--- config.mk ---
export PLATFORM = sky130hd
export DESIGN_NAME = led_pattern_gen_flat
export DESIGN_NICKNAME = d
export VERILOG_FILES = /design/src/rtl/led_pattern_gen_if.sv /design/src/rtl/led_pattern_gen.sv /design/src/flat_wrapper.sv
export SDC_FILE = /design/constraint.sdc
export NUM_CORES = 1
export LEC_CHECK = 0
export ABC_AREA = 1
export CAP_MARGIN = 20
export CORE_MARGIN = 3
export CORE_UTILIZATION = 55
export CTS_BUF_LIST = sky130_fd_sc_hd__clkbuf_8 sky130_fd_sc_hd__clkbuf_16
export DETAILED_ROUTE_END_ITERATION = 16
export GPL_TIMING_DRIVEN = 0
export PLACE_DENSITY = 0.88
export SETUP_SLACK_MARGIN = 0.2
export SLEW_MARGIN = 20
export SYNTH_ARGS = -nofsm -noshare
export SYNTH_HDL_FRONTEND = slang
export SYNTH_SLANG_ARGS = --single-unit
--- constraint.sdc ---
create_clock -name clk -period 2.2 [get_ports clk]
set_input_delay 0.66 -clock clk [delete_from_list [all_inputs] [get_ports clk]]
set_output_delay 0.66 -clock clk [all_outputs]
set_load 0.05 [all_outputs]
--- src/rtl/led_pattern_gen_if.sv ---
// Control/status bundle between the LED animation source and its consumer.
// The master side drives mode/load/seed/hold and observes bitmap/wrap.
interface led_pattern_gen_if;
    logic [1:0]  mode;
    logic        load;
    logic [15:0] seed;
    logic        hold;
    logic [15:0] bitmap;
    logic        wrap;

    modport master (output mode, load, seed, hold, input bitmap, wrap);
    modport slave  (input mode, load, seed, hold, output bitmap, wrap);
endinterface

--- src/rtl/led_pattern_gen.sv ---
// LED bitmap animation generator feeding the LED serial shift-out stage.
// A free-running prescaler produces one animation step every 2^DIV_BITS
// clocks; the step applied depends on the registered mode (rotate, bounce,
// fill/drain, or mode 0). Mode 0 is a Galois LFSR when LED_PATTERN_LFSR_EN
// is defined and a constant hold of the bitmap otherwise.
module led_pattern_gen #(
    parameter int DIV_BITS = 19
) (
    input  logic                    clk,
    input  logic                    rst,
    led_pattern_gen_if.slave        bus
);

    typedef enum logic {DIR_LEFT, DIR_RIGHT} dir_t;
    typedef enum logic {PHASE_FILL, PHASE_DRAIN} phase_t;

    logic [DIV_BITS-1:0] prescaler;
    logic                tick;
    logic [1:0]          mode_q;
    logic [15:0]         bitmap_q;
    logic                wrap_q;
    dir_t                dir_q;
    phase_t              phase_q;

    logic [15:0]         step_bitmap;
    dir_t                step_dir;
    phase_t              step_phase;
    logic                step_wrap;

    assign tick       = (prescaler == '1) && !bus.hold;
    assign bus.bitmap = bitmap_q;
    assign bus.wrap   = wrap_q;

    // Next animation frame for the current registered mode, used only on a tick.
    always_comb begin
        step_bitmap = bitmap_q;
        step_dir    = dir_q;
        step_phase  = phase_q;
        step_wrap   = 1'b0;
        case (mode_q)
            2'd0: begin
`ifdef LED_PATTERN_LFSR_EN
                if (bitmap_q == 16'h0000) begin
                    step_bitmap = 16'h0001;
                end else begin
                    step_bitmap = (bitmap_q >> 1) ^ (bitmap_q[0] ? 16'hB400 : 16'h0000);
                end
                step_wrap = (step_bitmap == 16'h0001);
`else
                step_bitmap = bitmap_q;
`endif
            end
            2'd1: begin
                step_bitmap = {bitmap_q[14:0], bitmap_q[15]};
                step_wrap   = bitmap_q[15];
            end
            2'd2: begin
                if (bitmap_q == 16'h0000) begin
                    step_bitmap = 16'h0001;
                    step_dir    = DIR_LEFT;
                end else if (dir_q == DIR_LEFT) begin
                    if (bitmap_q[15]) begin
                        step_dir    = DIR_RIGHT;
                        step_bitmap = bitmap_q >> 1;
                    end else begin
                        step_bitmap = bitmap_q << 1;
                    end
                end else begin
                    if (bitmap_q[0]) begin
                        step_dir    = DIR_LEFT;
                        step_bitmap = bitmap_q << 1;
                        step_wrap   = 1'b1;
                    end else begin
                        step_bitmap = bitmap_q >> 1;
                    end
                end
            end
            default: begin
                if (phase_q == PHASE_FILL) begin
                    if (bitmap_q == 16'hFFFF) begin
                        step_phase  = PHASE_DRAIN;
                        step_bitmap = 16'hFFFE;
                    end else begin
                        step_bitmap = {bitmap_q[14:0], 1'b1};
                    end
                end else begin
                    if (bitmap_q == 16'h0000) begin
                        step_phase  = PHASE_FILL;
                        step_bitmap = 16'h0001;
                        step_wrap   = 1'b1;
                    end else begin
                        step_bitmap = bitmap_q << 1;
                    end
                end
            end
        endcase
    end

    // State update with load over mode change over tick; wrap is a one-cycle pulse.
    always_ff @(posedge clk or posedge rst) begin
        if (rst) begin
            prescaler <= '0;
            mode_q    <= 2'd0;
            bitmap_q  <= 16'h0001;
            wrap_q    <= 1'b0;
            dir_q     <= DIR_LEFT;
            phase_q   <= PHASE_FILL;
        end else begin
            wrap_q <= 1'b0;
            if (bus.load) begin
                bitmap_q  <= bus.seed;
                prescaler <= '0;
                dir_q     <= DIR_LEFT;
                phase_q   <= PHASE_FILL;
            end else if (bus.mode != mode_q) begin
                mode_q    <= bus.mode;
                prescaler <= '0;
                dir_q     <= DIR_LEFT;
                phase_q   <= PHASE_FILL;
                case (bus.mode)
                    2'd1, 2'd2: bitmap_q <= 16'h0001;
                    2'd3:       bitmap_q <= 16'h0000;
                    default:    bitmap_q <= bitmap_q;
                endcase
            end else begin
                if (!bus.hold) begin
                    prescaler <= prescaler + 1'b1;
                end
                if (tick) begin
                    bitmap_q <= step_bitmap;
                    dir_q    <= step_dir;
                    phase_q  <= step_phase;
                    wrap_q   <= step_wrap;
                end
            end
        end
    end

endmodule

--- src/flat_wrapper.sv ---
// flat-port wrapper written by rule: the top's interface ports become plain ports
module led_pattern_gen_flat 
#(
    parameter int DIV_BITS = 19
)
  (clk, rst, bus_mode, bus_load, bus_seed, bus_hold, bus_bitmap, bus_wrap);
  led_pattern_gen_if bus_i ();
  input  logic clk;
  input  logic rst;
  input wire logic [$bits(bus_i.mode)-1:0] bus_mode;
  input wire logic [$bits(bus_i.load)-1:0] bus_load;
  input wire logic [$bits(bus_i.seed)-1:0] bus_seed;
  input wire logic [$bits(bus_i.hold)-1:0] bus_hold;
  output wire logic [$bits(bus_i.bitmap)-1:0] bus_bitmap;
  output wire logic [$bits(bus_i.wrap)-1:0] bus_wrap;
  assign bus_i.mode = bus_mode;
  assign bus_i.load = bus_load;
  assign bus_i.seed = bus_seed;
  assign bus_i.hold = bus_hold;
  assign bus_bitmap = bus_i.bitmap;
  assign bus_wrap = bus_i.wrap;
  led_pattern_gen #(.DIV_BITS(DIV_BITS)) u_core (.clk(clk), .rst(rst), .bus(bus_i));
endmodule
==> impl_metrics.csv, run 1 <==
group,metric,value,unit
sta,rsz0062_at_grt,"false",
sta,slew_viol_final,0,
finish,fin_nets,574,
routing,drcViolationCount,0,
logic_synthesis,ys_seq_area_share,32.5,%
critical_path,cp.depth,1,
cts,clockBufferDepth,2,
routing,wl,8.50,mm
logic_synthesis,synthAdderAreaFrac,2.44,%
critical_path,regToRegSetupSlack,0.35,ns
finish,fin_area,3700,sq um
logic_synthesis,synth_warnings,0,
logic_synthesis,muxShareOfSynthArea,0,%
routing,drt_iter0_markers,507,
place,dpl-instance-area,3560,sq um
power,switchingPower,1.04,mW
global_routing,grt.total_usage,27.5,%
power,clkPwrFrac,28.0,%
cts,cts_tree,"built",
hold_path,holdPathStages,1,
logic_synthesis,synth_xor_area_share,0.528,%
routing,via_count,3432,
power,p_int,1.55,mW
critical_path,crit_arrival,1.33,ns
sta,period_needed,1.99,ns
hold_path,hp-class,"flop to flop",
routing,via_per_inst,5.56,
critical_path,r2r_cells,8,
power,p_leak,1.80,nW
logic_synthesis,synth_top_family_by_area,"simple AND/OR/NAND/NOR gates",
sta,finalCritPeriodShare,90.3,%
finish,register_area,1000,sq um
critical_path,path_class,"flop to primary output",
sta,max_slew_margin,67.9,%
hold_path,hold_end,"u_core.prescaler[16]",
critical_path,cp_max_fo,6,
place,place.gp.congestion,0.950,
logic_synthesis,synth-compound-area-share,13.7,%
place,place_hpwl,6.12,mm
power,combPwrFrac,36.7,%
floorplan,initial_core_util,58.5,%
global_routing,grt_pass1_wl,14.3,mm
finish,diodes,0,
critical_path,cp.required,1.54,ns
floorplan,core_area,5270,sq um
finish,final_common_cell,"nand2_1",
finish,syn2layout_area_growth,20.0,%
place,numPortBuffers,37,
critical_path,worstReg2RegEnd,"u_core.bus.bitmap[2]",
critical_path,r2r_start,"u_core.mode_q[1]",
finish,drive_gt1_share,11.5,%
floorplan,rows,26,
sta,holdWs,0.498,ns
flow_run,cap_violations,0,
cts,cts_made_buffers,5,
logic_synthesis,synthSimpleGateAreaFrac,41.5,%
critical_path,crit_chain,"dlygate4sd2_1",
sta,worst_slew_pin_slew,0.477,ns
logic_synthesis,avgSynthCellArea,6.21,sq um
run_status,status,"completed",
finish,final_cell_mix,"nand2_1, nand3_1, o21ai_0, inv_1, dfrtp_1",
logic_synthesis,synth-seq-cells,40,
routing,antenna_left,0,
critical_path,cpPeakStageDelay,0.56,ns
cts,cts_root_buf,"clkbuf_8",
logic_synthesis,synthesis.area,3080,sq um
routing,dr.pass1.iters,5,
power,ir_drop,0.000394,V
global_routing,antenna_found_initial,0,
cts,clkTransAtPathRegs,0.08,ns
critical_path,end_kind,"primary output",
finish,multi_input_area,1790,sq um
finish,fillers,453,
critical_path,cp_top_family,"buffers and inverters",
power,power_density,700,nW/um^2
cts,clkSinkCount,40,
critical_path,cpMaxStageDelayCell,"dlygate4sd2_1",
hold_path,min_from,"u_core.prescaler[16]",
critical_path,path_buf_inv,1,
sta,setup_viol,0,
power,total_power,2.59,mW
cts,h-tree-depth,2,
sta,final-hold-violation-count,0,
power,swShare,40.1,%
logic_synthesis,syn_inst,496,
logic_synthesis,syn-num-nets,524,
routing,wire_per_inst,13.8,um
sta,clock_skew,0.00334,ns
logic_synthesis,yosysUniqueCellTypes,31,
floorplan,die_w,80.8,um
floorplan,dieHeight,80.8,um
cts,clock_latency,0.30,ns
critical_path,cp-start-kind,"flop",
global_routing,overflow,0,
floorplan,io_pins,39,
global_routing,grt_max_degree,28,
sta,fmax,0.503,GHz
power,sequentialPowerShare,35.2,%
global_routing,grt_pass1_vias,3138,
floorplan,dieArea,6540,sq um
==> per-layer routing <==
metal | track usage [%] | part of all wire (%) | vias to the layer above
li1 | - | - | 1689
met1 | 38.0 | 44 | 1543
met2 | 42.1 | 44 | 174
met3 | 4.55 | 9.2 | 26
met4 | 12.7 | 2.6 | 0
met5 | 0 | 0 | -
==> metrics by stage <==
stage / setup slack (ns) / utilization, % / std cells / setup TNS, ns
after floorplan: 0.496 / - / 496 / 0
after global placement: -0.277 / 67.1 / 603 / -12.11
after detailed placement: -0.181 / 67.5 / 604 / -2.93
after CTS: 0.0921 / 70.1 / 614 / 0
after global routing: 0.184 / 70.1 / 617 / 0
final: 0.214 / 70.1 / 617 / 0
==> cell type report <==
class | instances | share of cell area (%)
buffer | 22 | 3.35
clock buffer | 5 | 1.86
clock inverter | 3 | 1.73
inverter | 45 | 4.71
multi-input combinational | 389 | 48.5
sequential | 40 | 27.1
tap | 70 | 2.37
timing repair buffer | 43 | 10.4
==> kinds of logic after synthesis <==
logic type      Yosys count
xor+xnor                  1
fa+ha+maj                 6
compound gates           81
simple gates            301
flops                    40
buf+inv                  67
==> worst max path at each step <==
stage                         startpoint                     to
floorplan               u_core.mode_q[1]  u_core.bus.bitmap[12]
global placement                     rst   u_core.prescaler[14]
detailed placement           bus_mode[1]   u_core.bus.bitmap[7]
CTS                 u_core.bus.bitmap[0]          bus_bitmap[0]
global route        u_core.bus.bitmap[3]          bus_bitmap[3]
finish              u_core.bus.bitmap[3]          bus_bitmap[3]
==> sequential cells by signal, summed over array words and instances (netlist names) <==
name               count
u_core.bus.bitmap     16
u_core.mode_q          2
u_core.dir_q           1
u_core.bus.wrap        1
u_core.prescaler      19
u_core.phase_q         1
==> cells in the mapped netlist, drive strengths merged <==
| cell | n | area share, % |
|---|---|---|
| nand2 | 190 | 24 |
| nand3 | 50 | 8.1 |
| o21ai | 50 | 8.1 |
| inv | 45 | 5.6 |
| nor2 | 41 | 5.7 |
| dfrtp | 39 | 32 |
| a21oi | 26 | 4.3 |
| buf | 14 | 2.7 |
| nor3 | 14 | 2.6 |
| clkbuf | 8 | 0.97 |
| ha | 6 | 2.4 |
| o21a | 4 | 0.97 |
| nand4 | 3 | 0.61 |
| a211oi | 1 | 0.24 |
| and3 | 1 | 0.20 |
| dfstp | 1 | 0.85 |
| nor3b | 1 | 0.24 |
| or2 | 1 | 0.20 |
| xnor2 | 1 | 0.53 |
==> power by group through the flow <==
stage               clock network [mW]  logic (mW)  registers, mW
global placement                     0       0.911          0.916
CTS                              0.735       0.928          0.906
detailed placement                   0       0.944          0.920
floorplan                            0       0.494           1.07
global route                     0.766        1.06          0.924
finish                           0.725       0.951          0.912
==> what timing repair did <==
action	in CTS	in global routing
resized for setup	27	29
hold buffers	0	0
setup buffers	2	3
endpoints found under the setup margin	30	29
pin swaps	2	3
Note: power is estimated with default switching activity, not from simulation.
==> inputs of run 2 (changes only) <==
--- a/config.mk
+++ b/config.mk
@@ -14,7 +14,7 @@
 export GPL_TIMING_DRIVEN = 0
 export PLACE_DENSITY = 0.88
 export SETUP_SLACK_MARGIN = 0.2
-export SLEW_MARGIN = 20
+export SLEW_MARGIN = 10
 export SYNTH_ARGS = -nofsm -noshare
 export SYNTH_HDL_FRONTEND = slang
 export SYNTH_SLANG_ARGS = --single-unit
==> results of run 2 <==
The final DEF is identical to that of run 1; final timing and power are the same.
